<file path="src/rtl/config_usb_readback.sv">
// config_usb_readback: serves DFU_UPLOAD on alternate setting 2.
// A 4-byte header (00 AA FF HEADER_CMD) is sent first. Then 32-bit words are
// fetched from the readback port and sent MSB-first onto the DFU IN byte stream.
// Optional feature macro: CONFIG_USB_READBACK_CHECKSUM_EN. When it is defined, an
// 8-bit XOR of all payload bytes is appended as the last byte of the upload.
module config_usb_readback #(
  parameter int         WORD_COUNT = 'd1024,
  parameter int         ADDR_WIDTH = (WORD_COUNT > 1) ? $clog2(WORD_COUNT) : 1,
  parameter logic [7:0] HEADER_CMD = 8'h81
) (
  input  logic                  clk_i,
  input  logic                  reset_i,
  input  logic                  dfu_mode_i,
  input  logic [2:0]            dfu_alt_i,
  input  logic                  dfu_in_en_i,
  output logic [7:0]            dfu_in_data_o,
  output logic                  dfu_in_valid_o,
  input  logic                  dfu_in_ready_i,
  output logic                  word_read_strobe_o,
  output logic [ADDR_WIDTH-1:0] read_addr_o,
  input  logic [31:0]           read_data_i,
  input  logic                  read_valid_i,
  output logic                  busy_o,
  output logic                  done_o
);

  typedef enum logic [2:0] {
    S_IDLE,
    S_HDR,
    S_REQ,
    S_WAIT,
    S_SEND,
`ifdef CONFIG_USB_READBACK_CHECKSUM_EN
    S_CSUM,
`endif
    S_DONE
  } state_t;

  state_t                state;
  logic [1:0]            byte_idx;
  logic [ADDR_WIDTH-1:0] word_cnt;
  // Holds the not-yet-presented bytes of the current word, next byte in [23:16].
  logic [23:0]           shift_reg;
`ifdef CONFIG_USB_READBACK_CHECKSUM_EN
  logic [7:0]            csum;
`endif

  logic active;
  logic xfer;
  logic last_word;

  // Upload qualification, byte handshake and end-of-upload detection.
  always_comb begin
    active    = dfu_mode_i && (dfu_alt_i == 3'd2) && dfu_in_en_i;
    xfer      = dfu_in_valid_o && dfu_in_ready_i;
    last_word = (word_cnt == ADDR_WIDTH'(WORD_COUNT - 1));
  end

  function automatic logic [7:0] hdr_byte(input logic [1:0] idx);
    case (idx)
      2'd0:    hdr_byte = 8'h00;
      2'd1:    hdr_byte = 8'hAA;
      2'd2:    hdr_byte = 8'hFF;
      default: hdr_byte = HEADER_CMD;
    endcase
  endfunction

  // Upload sequencer. All outputs are registered here. An abort (active falling)
  // is checked before any state-specific action, so a pending byte is dropped.
  always_ff @(posedge clk_i) begin
    if (reset_i) begin
      state              <= S_IDLE;
      byte_idx           <= 2'd0;
      word_cnt           <= '0;
      shift_reg          <= '0;
`ifdef CONFIG_USB_READBACK_CHECKSUM_EN
      csum               <= 8'h00;
`endif
      dfu_in_data_o      <= 8'h00;
      dfu_in_valid_o     <= 1'b0;
      word_read_strobe_o <= 1'b0;
      read_addr_o        <= '0;
      busy_o             <= 1'b0;
      done_o             <= 1'b0;
    end else if (state != S_IDLE && !active) begin
      state              <= S_IDLE;
      dfu_in_valid_o     <= 1'b0;
      word_read_strobe_o <= 1'b0;
      busy_o             <= 1'b0;
      done_o             <= 1'b0;
    end else begin
      word_read_strobe_o <= 1'b0;
      case (state)
        S_IDLE: begin
          if (active) begin
            state          <= S_HDR;
            byte_idx       <= 2'd0;
            word_cnt       <= '0;
`ifdef CONFIG_USB_READBACK_CHECKSUM_EN
            csum           <= 8'h00;
`endif
            dfu_in_data_o  <= hdr_byte(2'd0);
            dfu_in_valid_o <= 1'b1;
            busy_o         <= 1'b1;
            done_o         <= 1'b0;
          end
        end
        S_HDR: begin
          if (xfer) begin
            if (byte_idx == 2'd3) begin
              state              <= S_REQ;
              dfu_in_valid_o     <= 1'b0;
              word_read_strobe_o <= 1'b1;
              read_addr_o        <= word_cnt;
            end else begin
              byte_idx      <= byte_idx + 2'd1;
              dfu_in_data_o <= hdr_byte(byte_idx + 2'd1);
            end
          end
        end
        S_REQ: begin
          state <= S_WAIT;
        end
        S_WAIT: begin
          if (read_valid_i) begin
            state          <= S_SEND;
            byte_idx       <= 2'd0;
            shift_reg      <= read_data_i[23:0];
            dfu_in_data_o  <= read_data_i[31:24];
            dfu_in_valid_o <= 1'b1;
          end
        end
        S_SEND: begin
          if (xfer) begin
`ifdef CONFIG_USB_READBACK_CHECKSUM_EN
            csum <= csum ^ dfu_in_data_o;
`endif
            if (byte_idx == 2'd3) begin
              if (last_word) begin
`ifdef CONFIG_USB_READBACK_CHECKSUM_EN
                // The checksum byte already folds in the byte being consumed now.
                state          <= S_CSUM;
                dfu_in_data_o  <= csum ^ dfu_in_data_o;
                dfu_in_valid_o <= 1'b1;
`else
                state          <= S_DONE;
                dfu_in_valid_o <= 1'b0;
                busy_o         <= 1'b0;
                done_o         <= 1'b1;
`endif
              end else begin
                state              <= S_REQ;
                dfu_in_valid_o     <= 1'b0;
                word_cnt           <= word_cnt + ADDR_WIDTH'(1);
                read_addr_o        <= word_cnt + ADDR_WIDTH'(1);
                word_read_strobe_o <= 1'b1;
              end
            end else begin
              byte_idx      <= byte_idx + 2'd1;
              dfu_in_data_o <= shift_reg[23:16];
              shift_reg     <= {shift_reg[15:0], 8'h00};
            end
          end
        end
`ifdef CONFIG_USB_READBACK_CHECKSUM_EN
        S_CSUM: begin
          if (xfer) begin
            state          <= S_DONE;
            dfu_in_valid_o <= 1'b0;
            busy_o         <= 1'b0;
            done_o         <= 1'b1;
          end
        end
`endif
        S_DONE: begin
          done_o         <= 1'b1;
          dfu_in_valid_o <= 1'b0;
        end
        default: begin
          state <= S_IDLE;
        end
      endcase
    end
  end

endmodule

</file>
<file path="config.mk">
export PLATFORM = sky130hd
export DESIGN_NAME = config_usb_readback
export DESIGN_NICKNAME = d
export VERILOG_FILES = /design/src/rtl/config_usb_readback.sv
export SDC_FILE = /design/constraint.sdc
export NUM_CORES = 1
export LEC_CHECK = 0
export CORE_ASPECT_RATIO = 0.8
export CORE_MARGIN = 2
export CORE_UTILIZATION = 43
export DETAILED_ROUTE_END_ITERATION = 8
export PLACE_DENSITY_LB_ADDON = 0.3
export RECOVER_POWER = 25
export SLEW_MARGIN = 40
export SYNTH_ARGS = -nofsm -noshare
export SYNTH_HDL_FRONTEND = slang
export SYNTH_SLANG_ARGS = --single-unit
</file>
<file path="constraint.sdc">
create_clock -name clk_i -period 5.4 [get_ports clk_i]
set_input_delay 1.62 -clock clk_i [delete_from_list [all_inputs] [get_ports clk_i]]
set_output_delay 1.62 -clock clk_i [all_outputs]
set_load 0.005 [all_outputs]
</file>
### Yosys cells after proc, flatten, opt, wreduce, memory -nomap -nowiden

Cells that the tools add are included.

* input port bits: 41
* bits in registers: 61
* output and inout port bits: 22
* logic and storage cells: 116

* add/subtract/negate cells: 2
* equality and inequality tests: 23
* reductions and logical operators: 26
* bitwise operators: 2
* mux-type cells: 53

Operators by type and width (number)
* 24-bit two-way mux: 3
* 10-bit two-way mux: 6
* 8-bit two-way mux: 6
* 24-bit one-hot mux with 2 select lines: 1
* 10-bit one-hot mux with 2 select lines: 2
* 8-bit one-hot mux with 4 select lines: 1
* 8-bit one-hot mux with 3 select lines: 1
* 2-bit != test, second input constant: 11
* 3-bit two-way mux: 7
* 5-bit AND reduction: 4
* 3-bit one-hot mux with 6 select lines: 1
* 1-bit two-way mux: 16
* 7-bit AND reduction: 2
* 6-bit AND reduction: 2
* 10-bit by 1-bit adder with 10-bit output, second input constant: 1
* 10-bit equality test, second input constant: 1
* 3-bit by 2-bit equality test with 1-bit output, second input constant: 3
* 3-bit nonzero test: 3
* 2-bit two-way mux: 4
* 8-bit AND reduction: 1
* 4-bit nonzero test: 2
* 3-bit equality test, second input constant: 2
* 2-bit one-hot mux with 3 select lines: 1
* 2-bit nonzero test: 3
* other kinds (14): 22

### Depth between registers and ports, before layout

* depth after elaboration: 7
* depth in mapped cells: 9
* mapped depth without buffers: 6

### Least setup slack after synthesis

OpenSTA, ideal clock, no wires.

* path kind: input -> register
* from: input port dfu_alt_i[2]
* to: register word_cnt[8]
* stages: 6
* arrival time: 2.820 ns
* required time: 5.308 ns
* buffers on the path: 2
* setup slack: 2.488 ns
* library setup time: 0.092 ns
* cell sequence: and4b_1 clkbuf_1 and4_1 clkbuf_1 o21ai_0 o32ai_1

* longest elaborated chain between the ends: 7
* elaborated cells on any way between the ends: 8
* classes of those cells: eq/ne (2); bitwise (1); reduce/logical (5)

RTL lines
* start, declared: line 14 `input logic [2:0] dfu_alt_i,`
* 3-bit by 2-bit equality test with 1-bit output (*): line 54 `active = dfu_mode_i && (dfu_alt_i == 3'd2) && dfu_in_en_i;`
* 1-bit logical AND (*) (2 in series): line 54
* 1-bit zero test: line 85 `end else if (state != S_IDLE && !active) begin`
* 1-bit logical AND: line 85
* 1-bit NOT (no line)
* 6-bit AND reduction (no line) (*)
* end signal, assigned: line 154 `word_cnt <= word_cnt + ADDR_WIDTH'(1);`
* end, declared: line 41 `logic [ADDR_WIDTH-1:0] word_cnt;`

Mark *: on every way between the ends. The rest lies on a longest branch, timed or not.
A chain may end at the register's enable or synchronous reset.

### Final worst setup path

* from: input port read_valid_i
* to: register shift_reg[14]

* longest elaborated chain between the ends: 2

RTL lines
* start, declared: line 22 `input logic read_valid_i,`
* 2-bit != test (no line)
* 5-bit AND reduction (no line)
* end signal, assigned: line 128 `shift_reg <= read_data_i[23:0];`
* end signal, assigned: line 161 `shift_reg <= {shift_reg[15:0], 8'h00};`
* end, declared: line 43 `logic [23:0] shift_reg;`

No other way between the ends.

==> impl_metrics.env <==
export IMPL_ctsHoldBuffers=0
export IMPL_period_share_pct=64.50
export IMPL_vias_per_cell=6.091
export IMPL_routed_wirelength_mm=9.831
export IMPL_synth_seq_area_share_pct=34.83
export IMPL_synth_area_leader_cell="dfxtp_1"
export IMPL_ys_types=64
export IMPL_avgSynthCellArea_sq_um=8.249
export IMPL_hpwl_mm=6.573
export IMPL_die_h_um=84.76
export IMPL_critPathLaunchType="input pin"
export IMPL_p_total_mw=0.9400
export IMPL_grt_pass1_wl_mm=16.19
export IMPL_cts_tree="yes"
export IMPL_hold_violations=0
export IMPL_synth_area_sq_um=3506
export IMPL_layout_setup_ws_ns=1.917
export IMPL_reg2reg_slack_ns=2.34
export IMPL_pin_count=63
export IMPL_numCtsBuffers=9
export IMPL_finalSetupTns_ns=0
export IMPL_synth_top_area_share_pct=34.83
export IMPL_grt_start_max_net_pins=71
export IMPL_fp_dieArea_sq_um=8896
export IMPL_synth_edf_count=0
export IMPL_syn_inst=425
export IMPL_firstDrtPassIters=6
export IMPL_worstPathArrival_ns=3.66
export IMPL_gr_total_overflow=0
export IMPL_clock_latency_ns=0.34
export IMPL_drv_slew=0
export IMPL_htreeDepth=3
export IMPL_start_util_pct=44.32
export IMPL_max_freq_mhz=287.1
export IMPL_post_dp_cell_area_sq_um=4103
export IMPL_port_buffers=62
export IMPL_cts_resized=0
export IMPL_dp_slack_ns=1.610
export IMPL_grt_pass1_vias=3262
export IMPL_ys_flop_type="dfxtp_1"
export IMPL_antenna_found_initial=0
export IMPL_avgRoutedWirePerCell_um=17.16
export IMPL_max_cap_violations=0
export IMPL_status="completed"
export IMPL_multi_input_comb_area_sq_um=2085
export IMPL_synthesis_nets=471
export IMPL_regArea_sq_um=1222
export IMPL_synth_warnings=0
export IMPL_n_antenna_cell=0
export IMPL_period_needed_ns=3.483
export IMPL_core_area_sq_um=7910
export IMPL_cp_top_family="simple AND/OR/NAND/NOR gates"
export IMPL_largest_reg_flops=24
export IMPL_final_nets=506
export IMPL_fin_area_sq_um=4322
export IMPL_crit_type="in -> reg"
export IMPL_cp_slowest_stage_delay_ns=0.54
export IMPL_drc=0
export IMPL_synth_seq_cells=61
export IMPL_critPathCaptureType="flip-flop"
export IMPL_crit_buf_inv=1
export IMPL_final_cell_mix="dfxtp_1 (60), nand2_1 (45), clkdlybuf4s50_1 (43)"
export IMPL_synth_area_leaders="dfxtp_1 (35%), a21oi_1 (5.3%), nand2_1 (4.8%)"
export IMPL_post_cts_setup_buffer_count=0
export IMPL_layout_drive_gt1_share_pct=7.312
export IMPL_vias=3490
export IMPL_cp_required_ns=5.57
export IMPL_rows=29
export IMPL_leakage_nw=1.508
export IMPL_fin_util_pct=54.63
export IMPL_fillers=776
export IMPL_layout_commonest_cell="dfxtp_1"
export IMPL_skew_ns=0.008320
export IMPL_p_per_area_nw_per_um2=217.5
export IMPL_crit_path_top_delay_cell="clkdlybuf4s50_1"
export IMPL_crit_chain="clkdlybuf4s50_1, and4b_1, o21ba_2, nor2_2, a311oi_1"
export IMPL_ant_nets=0
export IMPL_drt_initial_drc_count=282
export IMPL_cts_root_buf="clkbuf_8"
export IMPL_synthArstFlopShare_pct=0
export IMPL_clock_path_buffers=2
export IMPL_worstPathMaxFanout=16
export IMPL_setup_viol=0
export IMPL_syn_to_final_growth_pct=23.27
export IMPL_grt_total_usage_pct=22.60
export IMPL_peakVddDrop_mv=0.1221
export IMPL_tightest_slew_ns=0.8159
export IMPL_cts_sinks=61
export IMPL_grt_setup_unrepaired="no"
export IMPL_fp_dieW_um=105.0
export IMPL_cts_clk_slew_worst_paths_ns=0.07
export IMPL_place_congestion=0.9005
export IMPL_relSlewSlack_pct=45.50
export IMPL_hold_class="reg -> reg"
synth_stat cells (4+ instances only):
| cell | number |
|---|---|
| a211oi_1 | 8 |
| a21oi_1 | 37 |
| a311oi_1 | 19 |
| a31oi_1 | 13 |
| and2_1 | 4 |
| and3_1 | 4 |
| buf_2 | 10 |
| clkbuf_1 | 25 |
| dfxtp_1 | 61 |
| ha_1 | 5 |
| inv_1 | 5 |
| mux2i_1 | 12 |
| nand2_1 | 45 |
| nand2b_1 | 19 |
| nand3_1 | 14 |
| nand4_1 | 16 |
| nor2_1 | 12 |
| nor2b_1 | 7 |
| nor3_1 | 6 |
| nor4_1 | 5 |
| o21ai_0 | 16 |
| o31ai_1 | 9 |
| xnor2_1 | 5 |
kinds of logic after synthesis:
kind of cell / Yosys count / share of synthesized area [%]
XOR/XNOR: 8 / 1.999
adder cells (fa/ha/maj): 5 / 1.784
AND/OR/NAND/NOR: 153 / 24.13
flip-flops: 61 / 34.83
buffers and inverters: 48 / 6.353
AO/OA/AOI/OAI: 136 / 26.84
multiplexers: 14 / 4.069
final timing paths:
kind              depth (start not counted)        startpoint               end
setup / recovery                          5      read_valid_i     shift_reg[14]
hold / removal                            2  dfu_in_data_o[2]  dfu_in_data_o[2]
setup reg to reg                          5          state[2]          state[0]
hold reg to reg                           2  dfu_in_data_o[2]  dfu_in_data_o[2]
metal layers:
| layer | wire length [um] | GRT usage [%] | up-vias |
|---|---|---|---|
| li1 | - | - | 1672 |
| met1 | 4830 | 32.17 | 1689 |
| met2 | 4364 | 34.42 | 116 |
| met3 | 520 | 5.512 | 13 |
| met4 | 115 | 5.697 | 0 |
| met5 | 0 | 0 | - |
tightest hold or removal path: cells and delay by family (launching register included):
kind | cells | cell delay [ns]
AND/OR/NAND/NOR | 1 | 0.06
multiplexers | 1 | 0.06
flip-flops | 1 | 0.31
layout make-up:
cell class | count | share of cell area, %
well taps | 108 | 3.127
repair buffers | 66 | 14.94
multi-input cells | 316 | 48.23
clock buffers | 13 | 3.909
clock inverters | 3 | 0.9844
inverters | 6 | 0.5211
flip-flops and latches | 61 | 28.29
per-stage QoR:
stage          cells  hold WS [ns]
6_report         573        0.4687
5_1_grt          573        0.4942
4_1_cts          573        0.4777
3_5_place_dp     557        0.4658
3_3_place_gp     557        0.4606
2_1_floorplan    425        0.4499
report_power, final:
group | switching, mW | internal [mW] | total, mW
Combinational | 0.0241 | 0.0332 | 0.0573
Sequential | 0.00136 | 0.450 | 0.452
Clock | 0.181 | 0.251 | 0.431
Note: power is estimated with default switching activity, not from simulation.
